**src/rtl/comp_pkg.sv**
```systemverilog
// Shared types, result codes and sizing helpers for the serial magnitude comparator.
package comp_pkg;

  typedef enum logic {
    IDLE = 1'b0,
    CMP  = 1'b1
  } state_e;

  localparam logic [1:0] RES_GT = 2'd0;
  localparam logic [1:0] RES_EQ = 2'd1;
  localparam logic [1:0] RES_LT = 2'd2;

  // Number of DIGIT-wide slices in a WIDTH-bit operand.
  function automatic int unsigned calc_ndig(input int unsigned width, input int unsigned digit);
    return width / digit;
  endfunction

  // Width needed to count 0..ndig examined digits.
  function automatic int unsigned calc_cnt_w(input int unsigned ndig);
    return $clog2(ndig + 1);
  endfunction

  // Width of the digit pointer; at least one bit even for a single digit.
  function automatic int unsigned calc_ptr_w(input int unsigned ndig);
    return (ndig > 1) ? $clog2(ndig) : 1;
  endfunction

endpackage

```
**src/rtl/digit_cmp.sv**
```systemverilog
// Combinational unsigned compare of one DIGIT-bit slice.
module digit_cmp #(
  parameter int unsigned DIGIT = 2
) (
  input  logic [DIGIT-1:0] i_a,
  input  logic [DIGIT-1:0] i_b,
  output logic             o_gt,
  output logic             o_eq,
  output logic             o_lt
);

  // Exactly one of the three outputs is high for any input pair.
  always_comb begin
    o_gt = (i_a > i_b);
    o_eq = (i_a == i_b);
    o_lt = (i_a < i_b);
  end

endmodule

```
**src/rtl/serial_mag_comparator.sv**
```systemverilog
// Multi-cycle MSB-first magnitude comparator, DIGIT bits per clock, optional early exit.
module serial_mag_comparator
  import comp_pkg::*;
#(
  parameter int unsigned WIDTH      = 8,
  parameter int unsigned DIGIT      = 2,
  parameter int unsigned EARLY_EXIT = 1
) (
  input  logic                                                i_clk,
  input  logic                                                i_rst_n,
  input  logic                                                i_start,
  input  logic                                                i_signed_mode,
  input  logic [WIDTH-1:0]                                    i_a,
  input  logic [WIDTH-1:0]                                    i_b,
  output logic                                                o_busy,
  output logic                                                o_done,
  output logic                                                o_a_greater,
  output logic                                                o_a_equal,
  output logic                                                o_a_less,
  output logic [calc_cnt_w(calc_ndig(WIDTH, DIGIT))-1:0]      o_cycles
);

  localparam int unsigned NDIG = calc_ndig(WIDTH, DIGIT);
  localparam int unsigned CW   = calc_cnt_w(NDIG);
  localparam int unsigned PW   = calc_ptr_w(NDIG);

  state_e           r_state;
  state_e           w_state_next;
  logic [WIDTH-1:0] r_a;
  logic [WIDTH-1:0] r_b;
  logic [PW-1:0]    r_ptr;
  logic [CW-1:0]    r_cycles;
  logic             r_diff;     // a differing digit has already been seen (full-scan mode)
  logic             r_diff_gt;  // direction of that first difference
  logic             r_done;
  logic             r_gt;
  logic             r_eq;
  logic             r_lt;

  logic [DIGIT-1:0] w_dig_a;
  logic [DIGIT-1:0] w_dig_b;
  logic             w_gt;
  logic             w_eq;
  logic             w_lt;
  logic             w_last;
  logic             w_finish;
  logic [1:0]       w_res;
  int unsigned      w_base;

  assign w_base  = 32'(r_ptr) * DIGIT;
  assign w_dig_a = r_a[w_base +: DIGIT];
  assign w_dig_b = r_b[w_base +: DIGIT];
  assign w_last  = (r_ptr == '0);

  digit_cmp #(
    .DIGIT(DIGIT)
  ) u_digit_cmp (
    .i_a (w_dig_a),
    .i_b (w_dig_b),
    .o_gt(w_gt),
    .o_eq(w_eq),
    .o_lt(w_lt)
  );

  // Resolve the result and decide whether this CMP cycle ends the compare.
  always_comb begin
    w_finish = 1'b0;
    w_res    = RES_EQ;
    if (r_state == CMP) begin
      if (r_diff) begin
        w_res = r_diff_gt ? RES_GT : RES_LT;
      end else if (w_gt) begin
        w_res = RES_GT;
      end else if (w_lt) begin
        w_res = RES_LT;
      end
      if (w_last) begin
        w_finish = 1'b1;
      end else if ((EARLY_EXIT != 0) && !r_diff && !w_eq) begin
        w_finish = 1'b1;
      end
    end
  end

  // Next-state logic for the IDLE/CMP controller.
  always_comb begin
    w_state_next = r_state;
    unique case (r_state)
      IDLE:    if (i_start) w_state_next = CMP;
      CMP:     if (w_finish) w_state_next = IDLE;
      default: w_state_next = IDLE;
    endcase
  end

  // State register.
  always_ff @(posedge i_clk or negedge i_rst_n) begin
    if (!i_rst_n) begin
      r_state <= IDLE;
    end else begin
      r_state <= w_state_next;
    end
  end

  // Shadow operands, digit walk and result registers.
  always_ff @(posedge i_clk or negedge i_rst_n) begin
    if (!i_rst_n) begin
      r_a       <= '0;
      r_b       <= '0;
      r_ptr     <= '0;
      r_cycles  <= '0;
      r_diff    <= 1'b0;
      r_diff_gt <= 1'b0;
      r_done    <= 1'b0;
      r_gt      <= 1'b0;
      r_eq      <= 1'b0;
      r_lt      <= 1'b0;
    end else begin
      r_done <= 1'b0;
      if (r_state == IDLE) begin
        if (i_start) begin
          // Flipping the sign bit maps two's-complement order onto unsigned order.
          r_a       <= {i_a[WIDTH-1] ^ i_signed_mode, i_a[WIDTH-2:0]};
          r_b       <= {i_b[WIDTH-1] ^ i_signed_mode, i_b[WIDTH-2:0]};
          r_ptr     <= PW'(NDIG - 1);
          r_cycles  <= '0;
          r_diff    <= 1'b0;
          r_diff_gt <= 1'b0;
        end
      end else begin
        r_cycles <= r_cycles + CW'(1);
        if (!w_last) begin
          r_ptr <= r_ptr - PW'(1);
        end
        if (!r_diff && !w_eq) begin
          r_diff    <= 1'b1;
          r_diff_gt <= w_gt;
        end
        if (w_finish) begin
          r_done <= 1'b1;
          r_gt   <= (w_res == RES_GT);
          r_eq   <= (w_res == RES_EQ);
          r_lt   <= (w_res == RES_LT);
        end
      end
    end
  end

  assign o_busy      = (r_state == CMP);
  assign o_done      = r_done;
  assign o_a_greater = r_gt;
  assign o_a_equal   = r_eq;
  assign o_a_less    = r_lt;
  assign o_cycles    = r_cycles;

endmodule

```
**config.mk**
```make
export PLATFORM = sky130hd
export DESIGN_NAME = serial_mag_comparator
export DESIGN_NICKNAME = d
export VERILOG_FILES = /design/src/rtl/comp_pkg.sv /design/src/rtl/digit_cmp.sv /design/src/rtl/serial_mag_comparator.sv
export SDC_FILE = /design/constraint.sdc
export NUM_CORES = 1
export LEC_CHECK = 0
export ABC_CLOCK_PERIOD_IN_PS = 2900
export BUFFER_PORTS_ARGS = -buffer_cell sky130_fd_sc_hd__buf_2
export CAP_MARGIN = 20
export CORE_MARGIN = 3
export CORE_UTILIZATION = 50
export DETAILED_ROUTE_END_ITERATION = 16
export MAX_ROUTING_LAYER = met4
export PLACE_DENSITY = 0.85
export SLEW_MARGIN = 0
export SYNTH_ARGS = -nofsm -noshare
export SYNTH_HDL_FRONTEND = slang
export SYNTH_SLANG_ARGS = --single-unit
```
**constraint.sdc**
```tcl
create_clock -name i_clk -period 2.9 [get_ports i_clk]
set_clock_uncertainty 0.2 [all_clocks]
set_input_delay 0.29 -clock i_clk [delete_from_list [all_inputs] [get_ports i_clk]]
set_output_delay 0.29 -clock i_clk [all_outputs]
set_load 0.01 [all_outputs]
```
==> flow_summary.toml <==
[floorplanning]
io-pin-count = 28
num_rows = 18
die_w_um = 58.73
overall_die_area_sq_um = 3449
height_of_the_die_um = 58.73
start_util_pct = 54.14
fp.coreArea_sq_um = 2567

[global_routing]
gr-total-overflow = 0
largest_net_degree_at_the_start_of_global_routing = 29
first_pass_grt_wire_length_um = 4229
globalRoute.busiestLayer = "met2"
grt_pass1_vias = 979
number_of_antenna_violations_at_the_first_check_in_global_routing = 0
globalRouteTotalUtil_pct = 16.32
grt.met1_usage_pct = 19.94
met3_global_route_usage_pct = 2.632
grt.met2_usage_pct = 28.71

[clock_tree]
htree_levels = 1
cts.root.buffer_cell = "sky130_fd_sc_hd__clkbuf_4"
cts.clk_slew.worst_paths_ns = 0.14
cts_resized = 0
cts_num_sinks = 28
cts.hold.buffers_added = 15
tritoncts.num_buffers = 3
clock_tree_from_tritoncts = "done"
cts_max_path_buffers = 2
clk_latency_ns = 0.31
postCtsSetupBuffers = 0

[placed_design]
dp_cell_count = 152
finalWeightedCongestion = 0.8163
dpl_worst_slack_ns = 0.5453
port_buffers = 27
place_hpwl_um = 1779

[logic_synthesis]
synth-seq-area-share_pct = 50.41
synth_cells = 99
synth_area_per_cell_sq_um = 14.04
synth_cell_type_count = 27
ys_seq_elements = 28
mappedNetlistNets = 123
synth-warning-count = 0
synthesis.area_sq_um = 1390

[timing]
hold_viol = 0
max_clock_freq_mhz = 423.5
finalCritPeriodShare_pct = 81.43
finalWorstSetupSlack_ns = 0.5386
finalWorstPathRequiredPeriod_ns = 2.361
tightest_slew_ns = 0.6854
fin_worst_hold_slack_ns = 0.04990
maxSlewHeadroom_pct = 54.21
final.setup.tns_ns = 0
final-setup-viol-count = 0
rsz0062_at_grt = "false"
slew_viol_final = 0

[worst_setup_path]
critical_path_peak_fanout = 7
required_time_of_the_critical_path_ns = 2.92
r2r_slack_ns = 0.54
reg2regPathDepth = 5
cp_num_buf_inv = 0
timing.critical_path.max_delay_family = "multiplexers"
setup.worst_path.class = "reg -> reg"
worst_r2r_startpoint = "r_ptr[0]"
timing.critical_path.to_type = "flip-flop"
cp_data_arrival_time_ns = 2.38
crit_path_start_kind = "flip-flop"
cpMaxStageDelayCell = "sky130_fd_sc_hd__dfrtp_1"
critical_path.max_stage_delay_ns = 0.55
crit-reg2reg-capture = "o_a_equal"
critical_path.cell_chain = "mux4_2 -> ha_1 -> a21oi_2 -> o21ai_2 -> mux2_2"

[pwr]
power_leakage_nw = 0.8369
irDropWorstVdd_mv = 0.6191
power.density_nw_per_um2 = 1059

[cells_and_area]
final_layout_size_suffix_gt1_share_pct = 40.14
layout.cells.most_common_list = "sky130_fd_sc_hd__dfrtp_1, sky130_fd_sc_hd__buf_2, sky130_fd_sc_hd__dlygate4sd3_1"
synthToLayoutAreaGrowth_pct = 23.31
multi_input_area_sq_um = 618.1
insertedDiodeCount = 0
sequential_cell_area_sq_um = 700.7
num-nets-final = 167
postLayoutCoreUtil_pct = 66.76
finalNonFillerCells = 172
most_common_cell_after_layout_fill_and_taps_aside = "sky130_fd_sc_hd__dfrtp_1"
fill_cells = 201

[min_path]
timing.hold.worst.start = "i_b[7]"
hold_path_depth = 3
worst_hold_path.endpoint = "r_b[7]"
hp-class = "in -> reg"

[drt]
via_count = 893
drtIter0Drc = 22
dr.pass1.iters = 2
drt_drc_violations_left = 0
finalWirelength_um = 2394
ant_nets = 0
route.detailed.vias_per_inst = 5.192
wl_per_cell_um = 13.92

[outcome]
outcome = "finished clean"

[run]
max_cap_violations = 0
worst max path at each step:
stage,depth (start not counted),endpoint,from
6_report,5,o_a_equal,r_ptr[0]
5_1_grt,5,o_a_less,r_ptr[0]
4_1_cts,5,o_a_equal,r_ptr[0]
3_5_place_dp,5,o_a_equal,r_ptr[0]
3_3_place_gp,5,o_a_less,r_ptr[0]
2_1_floorplan,6,o_a_equal,r_ptr[0]
where the power goes:
| group | switching, W | leakage, nW | total (W) | internal (W) |
|---|---|---|---|---|
| combinational | 0.000364 | 0.486 | 0.000892 | 0.000528 |
| sequential | 0.000164 | 0.330 | 0.000742 | 0.000578 |
| clock | 0.000104 | 0.0210 | 0.000181 | 0.0000766 |
layer usage:
layer	part of all wire (%)	routed length, um
met1	43	1038
met2	52	1246
met3	4.6	109
met4	0	0
met5	0	0
stage by stage:
step	total power [W]	cell area, sq um
6_report	0.001815	1714
5_1_grt	0.001975	1714
4_1_cts	0.001844	1704
3_5_place_dp	0.001645	1518
3_3_place_gp	0.001587	1518
2_1_floorplan	0.001473	1390
state kept, by name, indices dropped and copies added, names as in the netlist, 2 cells and up:
| name | flops |
|---|---|
| r_ptr | 2 |
| o_cycles | 3 |
| r_a | 8 |
| r_b | 8 |
cell usage after synthesis (all sizes together):
| master | n | area share (%) |
|---|---|---|
| dfrtp | 28 | 50 |
| mux2 | 18 | 18 |
| inv | 7 | 1.9 |
| a21oi | 5 | 2.1 |
| buf | 4 | 3.2 |
| ha | 4 | 3.6 |
| mux4 | 4 | 6.5 |
| nor2 | 4 | 1.1 |
| nor2b | 4 | 2.3 |
| o21ai | 3 | 1.4 |
| a22o | 2 | 1.3 |
| nand2 | 2 | 0.54 |
| nor3 | 2 | 0.72 |
| o31ai | 2 | 1.1 |
| xnor2 | 2 | 1.3 |
| a211o | 1 | 0.63 |
| and2 | 1 | 0.45 |
| mux2i | 1 | 0.72 |
| nand2b | 1 | 0.45 |
| o21a | 1 | 0.54 |
| o22ai | 1 | 0.45 |
| or2 | 1 | 0.45 |
| xor2 | 1 | 0.63 |
kinds of logic (layout without fill, tap and decap cells):
| kind of cell | count (synthesis) | after routing | share of synthesized area [%] |
|---|---|---|---|
| muxes | 23 | 23 | 25.56 |
| AOI/OAI and AO/OA | 15 | 15 | 7.382 |
| xor gates and xnor gates | 3 | 3 | 1.891 |
| adders and majority gates | 4 | 4 | 3.601 |
| and+or+nand+nor | 15 | 15 | 6.031 |
| DFF | 28 | 28 | 50.40 |
| buffers and inverters | 11 | 54 | 5.131 |
worst reg2reg max path, stage by stage (launching register included):
cell and delay [ns]:
sky130_fd_sc_hd__dfrtp_1 0.55, sky130_fd_sc_hd__mux4_2 0.54, sky130_fd_sc_hd__ha_1 0.34, sky130_fd_sc_hd__a21oi_2 0.08, sky130_fd_sc_hd__o21ai_2 0.20, sky130_fd_sc_hd__mux2_2 0.36
area by class of cell:
class / count / area share [%]
flip-flops and latches: 28 / 40.88
multi-input cells: 60 / 36.06
repair buffers: 43 / 17.23
well taps: 30 / 2.190
clock buffers: 4 / 2.117
inverters: 7 / 1.533
(Power assumes the default switching activity.)
